$ cat config.mk
export PLATFORM = sky130hd
export DESIGN_NAME = debug_host_link
export DESIGN_NICKNAME = d
export VERILOG_FILES = /design/src/rtl/debug_host_link.sv
export SDC_FILE = /design/constraint.sdc
export NUM_CORES = 1
export LEC_CHECK = 0
export CORE_ASPECT_RATIO = 0.75
export CORE_MARGIN = 2
export CORE_UTILIZATION = 42
export DETAILED_ROUTE_END_ITERATION = 10
export PLACE_DENSITY_LB_ADDON = 0.1
export REMOVE_ABC_BUFFERS = 1
export SYNTH_ARGS = -nofsm -noshare
export SYNTH_HDL_FRONTEND = slang
export SYNTH_SLANG_ARGS = --single-unit
$ cat constraint.sdc
create_clock -name clk -period 6.3 [get_ports clk]
set_clock_uncertainty 0.1 [all_clocks]
set_input_delay 1.26 -clock clk [delete_from_list [all_inputs] [get_ports clk]]
set_output_delay 1.26 -clock clk [all_outputs]
set_load 0.02 [all_outputs]
$ cat src/rtl/debug_host_link.sv
// debug_host_link: UART debug-link initiator, sends one command byte and assembles a RESP_BYTES reply (DEBUG_HOST_CHECKSUM_EN adds an XOR check byte)
module debug_host_link #(
  parameter int RESP_BYTES     = 2,
  parameter int TIMEOUT_CYCLES = 1000000,
  parameter int TO_W           = 20
) (
  input  logic                    clk,
  input  logic                    rst_n,
  input  logic                    req,
  input  logic [7:0]              cmd,
  output logic [7:0]              tx_dato_in,
  output logic                    tx_start,
  input  logic                    tx_done,
  input  logic [7:0]              rx_dato_out,
  input  logic                    rx_done,
  output logic [8*RESP_BYTES-1:0] resp_data,
  output logic                    resp_valid,
  output logic                    busy,
`ifdef DEBUG_HOST_CHECKSUM_EN
  output logic                    chk_err,
`endif
  output logic                    timeout_err
);
`ifdef DEBUG_HOST_CHECKSUM_EN
  localparam int NB = RESP_BYTES + 1;
`else
  localparam int NB = RESP_BYTES;
`endif
  localparam int IW = $clog2(NB + 1);
  typedef enum logic [2:0] {IDLE, SEND, WAIT_TX, RECV, DONE, ERR} state_t;
  state_t                  state_q, state_d;
  logic [7:0]              cmd_q, cmd_d;
  logic                    tx_start_q, tx_start_d;
  logic [IW-1:0]           idx_q, idx_d;
  logic [TO_W-1:0]         cnt_q, cnt_d;
  logic [8*RESP_BYTES-1:0] shadow_q, shadow_d;
  logic [8*RESP_BYTES-1:0] resp_q, resp_d;
  logic                    resp_valid_q, resp_valid_d;
  logic                    busy_q, busy_d;
  logic                    to_err_q, to_err_d;
  logic                    expire, last;
`ifdef DEBUG_HOST_CHECKSUM_EN
  logic [7:0]              xor_q, xor_d;
  logic                    chk_err_q, chk_err_d;
  assign chk_err = chk_err_q;
`endif
  assign tx_dato_in  = cmd_q;
  assign tx_start    = tx_start_q;
  assign resp_data   = resp_q;
  assign resp_valid  = resp_valid_q;
  assign busy        = busy_q;
  assign timeout_err = to_err_q;
  assign expire      = cnt_q == TO_W'(TIMEOUT_CYCLES - 1);
  assign last        = idx_q == IW'(NB - 1);
  // State and output registers; reset aborts any transaction without pulses
  always_ff @(posedge clk or negedge rst_n) begin
    if (!rst_n) begin
      state_q      <= IDLE;
      cmd_q        <= '0;
      tx_start_q   <= 1'b0;
      idx_q        <= '0;
      cnt_q        <= '0;
      shadow_q     <= '0;
      resp_q       <= '0;
      resp_valid_q <= 1'b0;
      busy_q       <= 1'b0;
      to_err_q     <= 1'b0;
`ifdef DEBUG_HOST_CHECKSUM_EN
      xor_q        <= '0;
      chk_err_q    <= 1'b0;
`endif
    end else begin
      state_q      <= state_d;
      cmd_q        <= cmd_d;
      tx_start_q   <= tx_start_d;
      idx_q        <= idx_d;
      cnt_q        <= cnt_d;
      shadow_q     <= shadow_d;
      resp_q       <= resp_d;
      resp_valid_q <= resp_valid_d;
      busy_q       <= busy_d;
      to_err_q     <= to_err_d;
`ifdef DEBUG_HOST_CHECKSUM_EN
      xor_q        <= xor_d;
      chk_err_q    <= chk_err_d;
`endif
    end
  end
  // Next state; pulses are registered on the transition so they line up with the new state
  always_comb begin
    state_d      = state_q;
    cmd_d        = cmd_q;
    tx_start_d   = 1'b0;
    idx_d        = idx_q;
    cnt_d        = cnt_q;
    shadow_d     = shadow_q;
    resp_d       = resp_q;
    resp_valid_d = 1'b0;
    busy_d       = busy_q;
    to_err_d     = 1'b0;
`ifdef DEBUG_HOST_CHECKSUM_EN
    xor_d        = xor_q;
    chk_err_d    = 1'b0;
`endif
    case (state_q)
      IDLE: if (req) begin
        cmd_d   = cmd;
        busy_d  = 1'b1;
        state_d = SEND;
      end
      SEND: begin
        tx_start_d = 1'b1;
        cnt_d      = '0;
        idx_d      = '0;
`ifdef DEBUG_HOST_CHECKSUM_EN
        xor_d      = '0;
`endif
        state_d    = WAIT_TX;
      end
      WAIT_TX: begin
        if (tx_done) begin
          cnt_d   = '0;
          state_d = RECV;
        end else if (expire) begin
          to_err_d = 1'b1;
          state_d  = ERR;
        end else cnt_d = cnt_q + TO_W'(1);
      end
      RECV: begin
        if (rx_done) begin
          cnt_d = '0;
          idx_d = idx_q + IW'(1);
          for (int i = 0; i < RESP_BYTES; i++)
            if (idx_q == IW'(i)) shadow_d[8*i +: 8] = rx_dato_out;
`ifdef DEBUG_HOST_CHECKSUM_EN
          xor_d = xor_q ^ rx_dato_out;
`endif
          if (last) begin
            resp_valid_d = 1'b1;
            resp_d       = shadow_d;
            state_d      = DONE;
`ifdef DEBUG_HOST_CHECKSUM_EN
            if (xor_d != 8'h00) begin
              resp_valid_d = 1'b0;
              resp_d       = resp_q;
              chk_err_d    = 1'b1;
              state_d      = ERR;
            end
`endif
          end
        end else if (expire) begin
          to_err_d = 1'b1;
          state_d  = ERR;
        end else cnt_d = cnt_q + TO_W'(1);
      end
      default: begin
        busy_d  = 1'b0;
        idx_d   = '0;
        state_d = IDLE;
      end
    endcase
  end
endmodule

-- Yosys cells after proc, flatten, opt, wreduce, memory -nomap -nowiden
Cells that the tools add are included.
Widths: inputs -> output; s select.
- register bits: 69
- bits of input ports: 21
- output and inout port bits: 28
- logic and storage cells: 57
- $add $sub $neg: 2
- eq/ne operators: 8
- mux-type cells: 24
- bitwise gates (word level): 2
- reductions and logical operators: 11
- operators by type and width (cell ; count):
    $mux 20 ; 3
    $pmux 20 s3 ; 1
    $add 20x1->20 const B ; 1
    $eq 20x20->1 const B ; 1
    $mux 8 ; 2
    $mux 3 ; 5
    $pmux 3 s4 ; 1
    $reduce_and 2->1 ; 5
    $mux 1 ; 8
    $eq 3x2->1 const B ; 2
    $ne 2x2->1 const B ; 2
    $pmux 1 s2 ; 2
    $pmux 2 s2 ; 1
    $eq 3x1->1 const B ; 1
    $logic_not 3->1 ; 1
    $ne 3x3->1 const B ; 1
    $reduce_and 3->1 ; 1
    $reduce_bool 3->1 ; 1
    $reduce_or 3->1 ; 1
    $add 2x1->2 const B ; 1
    $eq 2x1->1 const B ; 1
    $logic_not 2->1 ; 1
    $mux 2 ; 1
    $not 1->1 ; 2
    $reduce_or 2->1 ; 1

-- Depth between registers and ports, before layout
- word-level depth: 4
- mapped depth: 7
- depth with buffers taken out: 6

-- Worst setup path after synthesis
OpenSTA, ideal clock, no wires.
- path type: input port to flip-flop
- start point: input req
- end point: register cmd_q[0], in the netlist tx_dato_in[0]
- library setup time: 125 ps
- arrival: 2232 ps
- data required time: 6075 ps
- setup slack: 3843 ps
- stages: 2
- path buffers: 0
- cell sequence: nor4b_2 mux2_2
- cells in the longest elaborated chain, start to end: 1
- ends and longest elaborated chain (what ; RTL line ; RTL):
    start: declaration ; 9 ; input logic req,
    $reduce_and 2->1 (no line) ; - ;
    end signal: assignment ; 74 ; cmd_q <= cmd_d;
    end: declaration ; 32 ; logic [7:0] cmd_q, cmd_d;
No other way between the ends.
A chain may end at the register's enable or synchronous reset.

-- Worst setup path in the final report
- start point: input rx_done
- end point: register resp_q[13], in the netlist resp_data[13]
- cells in the longest elaborated chain, start to end: 1
- ends and longest elaborated chain (what ; RTL line ; RTL):
    start: declaration ; 15 ; input logic rx_done,
    $reduce_and 3->1 (no line) ; - ;
    end signal: assignment ; 79 ; resp_q <= resp_d;
    end: declaration ; 37 ; logic [8*RESP_BYTES-1:0] resp_q, resp_d;
No other way between the ends.

==> impl_metrics.prom <==
# TYPE chip_impl_metric gauge
chip_impl_metric{name="core-area",unit="mm^2"} 0.00641
chip_impl_metric{name="syn_avg_cell_area",unit="um^2"} 9.99
chip_impl_info{name="outcome",value="completed"} 1
chip_impl_metric{name="dr_wl_met2",unit="um"} 2520
chip_impl_info{name="cp_common_cell",value="nand2_1"} 1
chip_impl_metric{name="finalInstanceArea",unit="mm^2"} 0.00356
chip_impl_info{name="synth_area_leaders",value="dfrtp_1, mux2_2, nand2_1"} 1
chip_impl_metric{name="worst-r2r-setup-slack",unit="ns"} 3.72
chip_impl_metric{name="overflow_left_after_global_routing",unit=""} 0
chip_impl_info{name="crit_path_start_kind",value="primary input"} 1
chip_impl_metric{name="met3_wl",unit="um"} 378
chip_impl_metric{name="global_route.usage.total",unit="%"} 17.6
chip_impl_info{name="setup_repair_after_global_routing_missed_its_margin",value="false"} 1
chip_impl_metric{name="p_leak",unit="uW"} 0.00156
chip_impl_metric{name="num-nets-final",unit=""} 353
chip_impl_info{name="clockRootBuffer",value="clkbuf_8"} 1
chip_impl_metric{name="drt_first_pass_iters",unit=""} 4
chip_impl_info{name="timing_worst_setup_path_type",value="primary input to flip-flop"} 1
chip_impl_metric{name="wl_per_cell",unit="um"} 14.6
chip_impl_info{name="layout.cells.most_common_list",value="dfrtp_1, nand2_1, clkdlybuf4s50_1"} 1
chip_impl_metric{name="report.final.hold_viol_count",unit=""} 0
chip_impl_metric{name="required_time_worst_endpoint",unit="ns"} 6.42
chip_impl_metric{name="setup-tns-final",unit="ns"} 0
chip_impl_metric{name="netlist-cell-type-count",unit=""} 39
chip_impl_metric{name="num-fill-cells",unit=""} 584
chip_impl_metric{name="floorplan.die.height",unit="um"} 75.1
chip_impl_metric{name="setup_buffers_after_cts",unit=""} 0
chip_impl_metric{name="gpl.final_weighted_congestion",unit=""} 0.773
chip_impl_metric{name="dr.first_iter.drc_count",unit=""} 142
chip_impl_metric{name="cts_max_level",unit=""} 3
chip_impl_metric{name="netlist_instances",unit=""} 283
chip_impl_info{name="cts_tree",value="done"} 1
chip_impl_info{name="layout_commonest_cell",value="dfrtp_1"} 1
chip_impl_metric{name="final_min_period_over_clock_period",unit="%"} 51.8
chip_impl_metric{name="final_worst_path_period_need",unit="ns"} 3.26
chip_impl_metric{name="maxCapViolCount",unit=""} 0
chip_impl_info{name="endpoint_kind",value="flip-flop"} 1
chip_impl_info{name="cp_cell_sequence",value="clkdlybuf4s50_1, nand2_1, nor2_1, nand2_1, clkinv_1, nand2_1, nand2_1"} 1
chip_impl_metric{name="area_growth",unit="%"} 25.8
chip_impl_metric{name="num_io_pins",unit=""} 49
chip_impl_info{name="yosys.area.top_type",value="dfrtp_1"} 1
chip_impl_metric{name="clock_tree.buffer_depth",unit=""} 2
chip_impl_metric{name="first_global_vias",unit=""} 2019
chip_impl_metric{name="antenna_found_initial",unit=""} 0
chip_impl_metric{name="place_area",unit="mm^2"} 0.00336
chip_impl_metric{name="die_ar",unit="mm^2"} 0.00741
chip_impl_info{name="synth-main-ff-cell",value="dfrtp_1"} 1
chip_impl_metric{name="num_vias",unit=""} 2164
chip_impl_metric{name="yosysWarningCount",unit=""} 0
chip_impl_metric{name="worstSkewPairLatency",unit="ns"} 0.33
chip_impl_metric{name="pin_count_of_the_biggest_net_entering_global_routing",unit=""} 62
chip_impl_metric{name="hpwl",unit="um"} 4110
chip_impl_metric{name="met1Wirelength",unit="um"} 3100
chip_impl_metric{name="buffer_ports.inserted",unit=""} 48
chip_impl_metric{name="antenna_cells_inserted",unit=""} 0
chip_impl_metric{name="detail_route.vias_per_cell",unit=""} 5.23
chip_impl_metric{name="mappedNetlistArea",unit="mm^2"} 0.00283
chip_impl_metric{name="max_clock_freq",unit="GHz"} 0.306
chip_impl_metric{name="timing.critical_path.slowest_cell_delay",unit="ns"} 0.58
chip_impl_metric{name="synth.top_cell.area_share",unit="%"} 54.0
chip_impl_metric{name="wl",unit="um"} 6020
chip_impl_metric{name="slew-limit-headroom",unit="%"} 31.2
chip_impl_metric{name="postCtsHoldBufs",unit=""} 0
chip_impl_info{name="timing.hold.worst.class",value="flip-flop to flip-flop"} 1
chip_impl_metric{name="worst-slew-pin-transition",unit="ns"} 1.03
chip_impl_metric{name="post_cts.resized_instances",unit=""} 0
chip_impl_metric{name="worst_ep_arrival_time",unit="ns"} 3.38
chip_impl_metric{name="detail-route-antenna-nets",unit=""} 0
chip_impl_metric{name="async_reset_ff_share",unit="%"} 100
chip_impl_metric{name="setup_viol_count_final",unit=""} 0
chip_impl_info{name="critPathSlowestCell",value="nand2_1"} 1
chip_impl_metric{name="ys_seq_elements",unit=""} 61
chip_impl_metric{name="critical_path_peak_fanout",unit=""} 26
chip_impl_metric{name="drive_above_1_share",unit="%"} 10.5
chip_impl_metric{name="row_count",unit=""} 25
chip_impl_info{name="dr.max_layer_used",value="met4"} 1
chip_impl_metric{name="synth_seq_area_share",unit="%"} 54.0
chip_impl_metric{name="ir_drop",unit="V"} 0.000206
chip_impl_metric{name="grt_pass1_wl",unit="um"} 10200
chip_impl_metric{name="cts.sinks",unit=""} 61
chip_impl_metric{name="cts_inserted_buffers",unit=""} 9
chip_impl_metric{name="drc",unit=""} 0
chip_impl_metric{name="final-max-slew-violation-count",unit=""} 0
chip_impl_metric{name="cts.reportedPaths.clkPinSlew",unit="ns"} 0.07
chip_impl_metric{name="start_util",unit="%"} 44.1
chip_impl_metric{name="synth_enable_flop_cells",unit=""} 0
chip_impl_metric{name="p_per_area",unit="mW/mm^2"} 446
chip_impl_metric{name="die_width",unit="um"} 98.7
-- cells by family after synthesis --
group	count (synthesis)	share of synthesized area, %
buffers and inverters	21	2.83
and+or+nand+nor	112	18.8
adders and majority gates	3	1.33
DFF	61	54.0
AOI/OAI and AO/OA	55	11.6
xor gates and xnor gates	6	1.86
muxes	25	9.56
-- report_power, final --
group	total, uW	switching [uW]	leakage [uW]	internal [uW]
registers	602	86.3	0.000786	515
logic	638	338	0.000676	301
clock network	347	147	0.000101	201
-- per-stage QoR --
stage	cells	setup WS [ns]	power, uW	util, %	hold slack [ns]
2_1_floorplan	269	3.75	986	-	0.350
4_1_cts	414	3.04	1610	55.5	0.389
3_5_place_dp	399	2.69	1250	52.4	0.372
6_report	414	3.04	1590	55.5	0.379
3_3_place_gp	399	2.83	1240	52.4	0.364
5_1_grt	414	2.81	1700	55.5	0.404
-- final cells by class --
type | count | area [um^2] | share of cell area (%)
inverter | 7 | 26.3 | 0.739
clock inverter | 4 | 47.5 | 1.34
sequential | 61 | 1530 | 42.9
clock buffer | 11 | 151 | 4.26
timing repair buffer | 49 | 483 | 13.6
tap | 81 | 101 | 2.85
multi-input combinational | 201 | 1220 | 34.3
-- synthesized netlist by cell type (2+ instances only) --
| master | instances |
|---|---|
| a21oi_1 | 9 |
| a2bb2oi_1 | 2 |
| a31oi_1 | 6 |
| and3_1 | 5 |
| clkbuf_1 | 13 |
| dfrtp_1 | 61 |
| ha_1 | 3 |
| inv_1 | 6 |
| mux2_2 | 16 |
| mux2i_1 | 9 |
| nand2_1 | 48 |
| nand2b_1 | 4 |
| nand3_1 | 14 |
| nand4_1 | 5 |
| nor2_1 | 21 |
| o2111ai_1 | 2 |
| o211ai_1 | 2 |
| o21ai_0 | 25 |
| o22ai_1 | 2 |
| o31ai_1 | 2 |
| or3_1 | 3 |
| or4_1 | 3 |
| xor2_1 | 6 |
-- flip-flops by register name, indices dropped and copies added, names as in the netlist --
signal / count
timeout_err: 1
state_q: 3
shadow_q: 8
busy: 1
tx_start: 1
resp_valid: 1
tx_dato_in: 8
cnt_q: 20
idx_q: 2
resp_data: 16
-- metal layers --
metal	up-vias	track usage, %
met5	-	0
met4	0	5.02
met3	2	5.94
met2	54	24.5
met1	1016	26.2
li1	1092	-
-- critical path: cells and delay by family --
family                 cells  cell delay, ns
AND/OR/NAND/NOR            5            1.10
buffers and inverters      2            1.00
-- worst paths after layout --
check,start,end,cells after the start
max,rx_done,resp_data[13],7
min,resp_data[0],resp_data[0],2
max reg2reg,cnt_q[11],state_q[0],5
min reg2reg,resp_data[0],resp_data[0],2
max in group asynchronous,rst_n,tx_start,2
min in group asynchronous,rst_n,cnt_q[16],2
(Power assumes the default switching activity.)
